**src/rtl/fetch_stage.sv**
```systemverilog
// Instruction-fetch stage: owns the fetch PC and the IF/ID pipeline register.
// Handles stalls, EX-stage redirects, and a halt address that drains the pipe.
module fetch_stage #(
  parameter logic [31:0] RESET_PC = 32'h0000_0000,
  parameter logic [31:0] HALT_PC  = 32'h0000_0400,
  parameter logic [31:0] NOP_INST = 32'h0000_0013
) (
  input  logic        clk,
  input  logic        rstn,
  input  logic        stall,
  input  logic        redirect,
  input  logic [31:0] redirect_pc,
  input  logic [31:0] inst_in,
  output logic [31:0] PC_out,
  output logic        IF_ID_valid,
  output logic [31:0] IF_ID_PC,
  output logic [31:0] IF_ID_Inst,
  output logic [31:0] fetch_cnt,
  output logic        misalign_err,
  output logic        halted
);

  typedef enum logic {
    ST_RUN  = 1'b0,
    ST_HALT = 1'b1
  } state_e;

  state_e      state_q, state_d;
  logic [31:0] pc_q, pc_d;
  logic        id_valid_q, id_valid_d;
  logic [31:0] id_pc_q, id_pc_d;
  logic [31:0] id_inst_q, id_inst_d;
  logic [31:0] cnt_q, cnt_d;
  logic        mis_q, mis_d;

  function automatic logic [31:0] sat_inc(input logic [31:0] v);
    return (v == 32'hFFFF_FFFF) ? v : v + 32'd1;
  endfunction

  function automatic logic [31:0] word_align(input logic [31:0] a);
    return {a[31:2], 2'b00};
  endfunction

  always_ff @(posedge clk or negedge rstn) begin
    if (!rstn) begin
      state_q    <= ST_RUN;
      pc_q       <= RESET_PC;
      id_valid_q <= 1'b0;
      id_pc_q    <= 32'h0;
      id_inst_q  <= NOP_INST;
      cnt_q      <= 32'h0;
      mis_q      <= 1'b0;
    end else begin
      state_q    <= state_d;
      pc_q       <= pc_d;
      id_valid_q <= id_valid_d;
      id_pc_q    <= id_pc_d;
      id_inst_q  <= id_inst_d;
      cnt_q      <= cnt_d;
      mis_q      <= mis_d;
    end
  end

  always_comb begin
    state_d    = state_q;
    pc_d       = pc_q;
    id_valid_d = id_valid_q;
    id_pc_d    = id_pc_q;
    id_inst_d  = id_inst_q;
    cnt_d      = cnt_q;
    mis_d      = mis_q;

    if (redirect) begin
      // A redirect flushes IF/ID even when a stall is asserted alongside it.
      state_d    = ST_RUN;
      pc_d       = word_align(redirect_pc);
      id_valid_d = 1'b0;
      id_pc_d    = 32'h0;
      id_inst_d  = NOP_INST;
      if (redirect_pc[1:0] != 2'b00) begin
        mis_d = 1'b1;
      end
    end else begin
      unique case (state_q)
        ST_RUN: begin
          if (!stall) begin
            if (pc_q == HALT_PC) begin
              state_d    = ST_HALT;
              id_valid_d = 1'b0;
              id_pc_d    = 32'h0;
              id_inst_d  = NOP_INST;
            end else begin
              id_valid_d = 1'b1;
              id_pc_d    = pc_q;
              id_inst_d  = inst_in;
              pc_d       = pc_q + 32'd4;
              cnt_d      = sat_inc(cnt_q);
            end
          end
        end
        ST_HALT: begin
          // Keep injecting bubbles so the downstream pipe drains; stall is moot.
          id_valid_d = 1'b0;
          id_pc_d    = 32'h0;
          id_inst_d  = NOP_INST;
        end
        default: begin
          state_d = ST_RUN;
        end
      endcase
    end
  end

  assign PC_out       = pc_q;
  assign IF_ID_valid  = id_valid_q;
  assign IF_ID_PC     = id_pc_q;
  assign IF_ID_Inst   = id_inst_q;
  assign fetch_cnt    = cnt_q;
  assign misalign_err = mis_q;
  assign halted       = (state_q == ST_HALT);

endmodule

```
**config.mk**
```make
export PLATFORM = sky130hd
export DESIGN_NAME = fetch_stage
export DESIGN_NICKNAME = d
export VERILOG_FILES = /design/src/rtl/fetch_stage.sv
export SDC_FILE = /design/constraint.sdc
export NUM_CORES = 1
export LEC_CHECK = 0
export ABC_AREA = 1
export BUFFER_PORTS_ARGS = -buffer_cell sky130_fd_sc_hd__buf_4
export CAP_MARGIN = 20
export CELL_PAD_IN_SITES_DETAIL_PLACEMENT = 0
export CELL_PAD_IN_SITES_GLOBAL_PLACEMENT = 1
export CORE_MARGIN = 1
export CORE_UTILIZATION = 30
export DETAILED_ROUTE_END_ITERATION = 12
export PLACE_DENSITY = 0.72
export SYNTH_ARGS = -nofsm -noshare
export SYNTH_HDL_FRONTEND = slang
export SYNTH_SLANG_ARGS = --single-unit
```
**constraint.sdc**
```tcl
create_clock -name clk -period 3.44 [get_ports clk]
set_clock_uncertainty 0.05 [all_clocks]
set_input_delay 0.688 -clock clk [delete_from_list [all_inputs] [get_ports clk]]
set_output_delay 0.688 -clock clk [all_outputs]
set_load 0.01 [all_outputs]
```
==> results.py <==
metrics = {
    "outcome": {
        "status": "complete, no violations",
    },
    "setup_path": {
        "cp-start-kind": "flip-flop",
        "slowest_stage": "nand2_2",
        "critical_path.max_stage_delay_ns": 0.46,
        "cp.required_ns": 3.72,
        "worstPathBufferInverterCount": 2,
        "cp-startpoint": "PC_out[2]",
        "arrival_ns": 2.64,
        "setup.worst_path.end_class": "flip-flop",
        "path_class": "flip-flop to flip-flop",
        "crit_family": "simple AND/OR/NAND/NOR gates",
        "crit_path_cell_trace": "inv_1 -> ha_1 -> inv_1 -> nor2_1 -> nand2_1 -> nor2_1 -> nand2_1 -> nor2_4 -> nor2_8 -> nand2_2 -> o21ai_0",
        "rr_startpoint": "PC_out[2]",
        "worstPathMaxFanout": 31,
    },
    "synthesis": {
        "synthDistinctLibCells": 34,
        "synth-simple-area-share_pct": 42.4,
        "synth.area.mux_share_pct": 0.271,
        "yosysWarnings": 0,
        "synth_compound_area_share_pct": 4.57,
        "synth_area_sq_mm": 0.00739,
        "ys_seq_area_share_pct": 43.4,
        "netlist_top_cells_area": "dfrtp_1 (42%), nand2_1 (24%), nor2_1 (6.6%)",
        "avgSynthCellArea_sq_um": 6.90,
        "synth_cells": 1071,
        "yosysTopAreaCell": "dfrtp_1",
        "ys_ff_latch": 128,
        "synth_top_area_share_pct": 42.3,
        "yosys.area_share.xor_xnor_pct": 1.30,
        "synth_top_family_by_area": "simple AND/OR/NAND/NOR gates",
        "synthAdderAreaFrac_pct": 0.677,
    },
    "layout": {
        "n_antenna_cell": 0,
        "syn_to_final_growth_pct": 31.7,
        "final_common_cell": "nand2_1",
        "post-route-util_pct": 40.2,
        "drive_above_1_share_pct": 21.0,
        "layout.nets": 1329,
        "mostFrequentLayoutCells": "nand2_1 (480), buf_4 (200), nor2_1 (131), dfrtp_1 (125), inv_1 (72)",
    },
    "sta": {
        "worst_hold_slack_ns": 0.196,
        "period_share_pct": 68.6,
        "hold_viol_final": 0,
        "finalSetupTns_ns": 0,
        "finalWorstSetupSlack_ns": 1.08,
        "final_max_slew_viol_count": 0,
        "grt_setup_unrepaired": "false",
        "fmaxAchievable_mhz": 424,
        "tightest_slew_ns": 0.684,
        "finalSetupViolCount": 0,
        "relSlewSlack_pct": 54.4,
        "post-route-min-period_ns": 2.36,
    },
    "route": {
        "first_pass_iters": 5,
        "viasPerCell": 4.59,
        "vias": 7315,
        "wl_per_cell_microns": 15.1,
        "first_iter_violations": 436,
        "ant_nets": 0,
        "routed_wl_mm": 24.1,
        "drc": 0,
    },
    "clock_tree": {
        "htree_levels": 4,
        "postCtsSetupBuffers": 0,
        "cts_tree": "done",
        "clkLatencyLatePin_ns": 0.43,
        "clock-root-buffer": "clkbuf_16",
        "clkSinkCount": 128,
        "clockBufferDepth": 2,
        "clk_pin_slew_ns": 0.06,
        "cts-resized-gates": 0,
        "cts_hold_buf": 0,
        "cts_made_buffers": 17,
    },
    "floorplan": {
        "io_pins": 199,
        "start_util_pct": 30.5,
        "rows": 57,
        "die-area_sq_mm": 0.0253,
        "fp.dieH_microns": 159,
        "core_area_sq_mm": 0.0242,
        "fp.dieW_microns": 159,
    },
    "grt": {
        "grt_remaining_overflow": 0,
        "grt_pass1_wl_mm": 38.5,
        "grt_pass1_vias": 7109,
        "grtUsageTotal_pct": 19.4,
        "antenna_found_initial": 0,
        "grt_max_degree": 68,
    },
    "power_and_ir_drop": {
        "power_density_mw_per_mm2": 456,
        "power_switching_mw": 1.30,
        "power_mw": 4.44,
        "p_comb_share_pct": 16.5,
        "seqPwrFrac_pct": 40.2,
        "leakagePower_nw": 4.92,
        "vdd_drop_max_uv": 295,
        "p_sw_share_pct": 29.3,
        "pwr-share-clk_pct": 43.3,
        "internal_power_mw": 3.14,
    },
    "placement": {
        "gp_congestion": 0.826,
        "dp_hpwl_mm": 17.7,
        "io_buffers": 196,
        "place_ws_ns": 0.942,
    },
    "job": {
        "drv_cap": 0,
    },
    "hold_path": {
        "hold_path.class": "primary input to async pin",
    },
}
==> power by group through the flow <==
stage	clock network, mW	logic, mW	registers [mW]
after floorplan	0	0.329	1.81
after global placement	0	0.736	1.81
after detailed placement	0	0.744	1.81
after CTS	1.96	0.746	1.78
after global routing	2.03	0.822	1.80
final	1.92	0.734	1.78
==> flip-flops by register name, indices dropped and copies added (netlist names) <==
register and flops:
IF_ID_Inst 32, halted 1, PC_out 30, fetch_cnt 32, misalign_err 1, IF_ID_PC 31
IF_ID_valid 1
==> synthesized netlist by cell type <==
library cell  number
nand2_1          480
conb_1             1
dfstp_2            3
or2_0              3
clkbuf_2           1
nor2_1           131
nand3_2            6
buf_6              8
xnor2_1            4
nand4_4            1
clkbuf_1           6
o21ai_0           40
nor2_2             3
o21bai_1           3
nor3_4             1
nor3_1             5
mux2i_1            2
buf_1              2
and2_1             2
buf_4              9
o21ai_1           23
nor2_8             1
inv_2              7
nand3_1           66
buf_2             11
nor2_4             3
inv_1             72
nand3b_1          14
dfrtp_1          125
ha_1               4
nand3_4            1
xor2_1             7
nand2_2            6
nand4_1           20
==> stage by stage <==
| step | std cells | area (sq um) |
|---|---|---|
| final | 1594 | 9740 |
| after floorplan | 1072 | 7400 |
| after CTS | 1594 | 9740 |
| after global placement | 1562 | 9110 |
| after detailed placement | 1562 | 9110 |
| after global routing | 1594 | 9740 |
==> per-layer routing <==
layer / vias up / wire (microns) / GRT usage [%] / part of all wire [%]
met5: - / 0 / 0 / 0
met4: 0 / 602 / 7.08 / 2.5
met3: 36 / 1040 / 3.72 / 4.3
met2: 175 / 11400 / 31.7 / 47
met1: 3386 / 11000 / 25.4 / 46
li1: 3718 / - / - / -
==> worst paths after layout <==
path	slack [ns]	depth (start not counted)	endpoint
min reg2reg	0.43	2	IF_ID_Inst[23]
max in group asynchronous	2.34	2	fetch_cnt[23]
max reg2reg	1.08	11	IF_ID_PC[23]
min in group clk	0.41	3	IF_ID_Inst[5]
max	1.08	11	IF_ID_PC[23]
min	0.20	1	fetch_cnt[18]
==> cell type report <==
type	count	area [sq um]
multi-input cells	828	3650
repair buffers	203	1550
clock buffers	20	467
flip-flops and latches	128	3210
inverters	79	297
fillers	2606	14500
clock inverters	12	156
well taps	324	405
==> kinds of logic (layout without fill, tap and decap cells) <==
family	after synthesis	after routing
AND/OR/NAND/NOR	743	743
flip-flops	128	128
buffers and inverters	116	314
AO/OA/AOI/OAI	66	66
XOR/XNOR	11	11
adder cells (fa/ha/maj)	4	4
multiplexers	2	2
other	1	2
(Power assumes the default switching activity.)
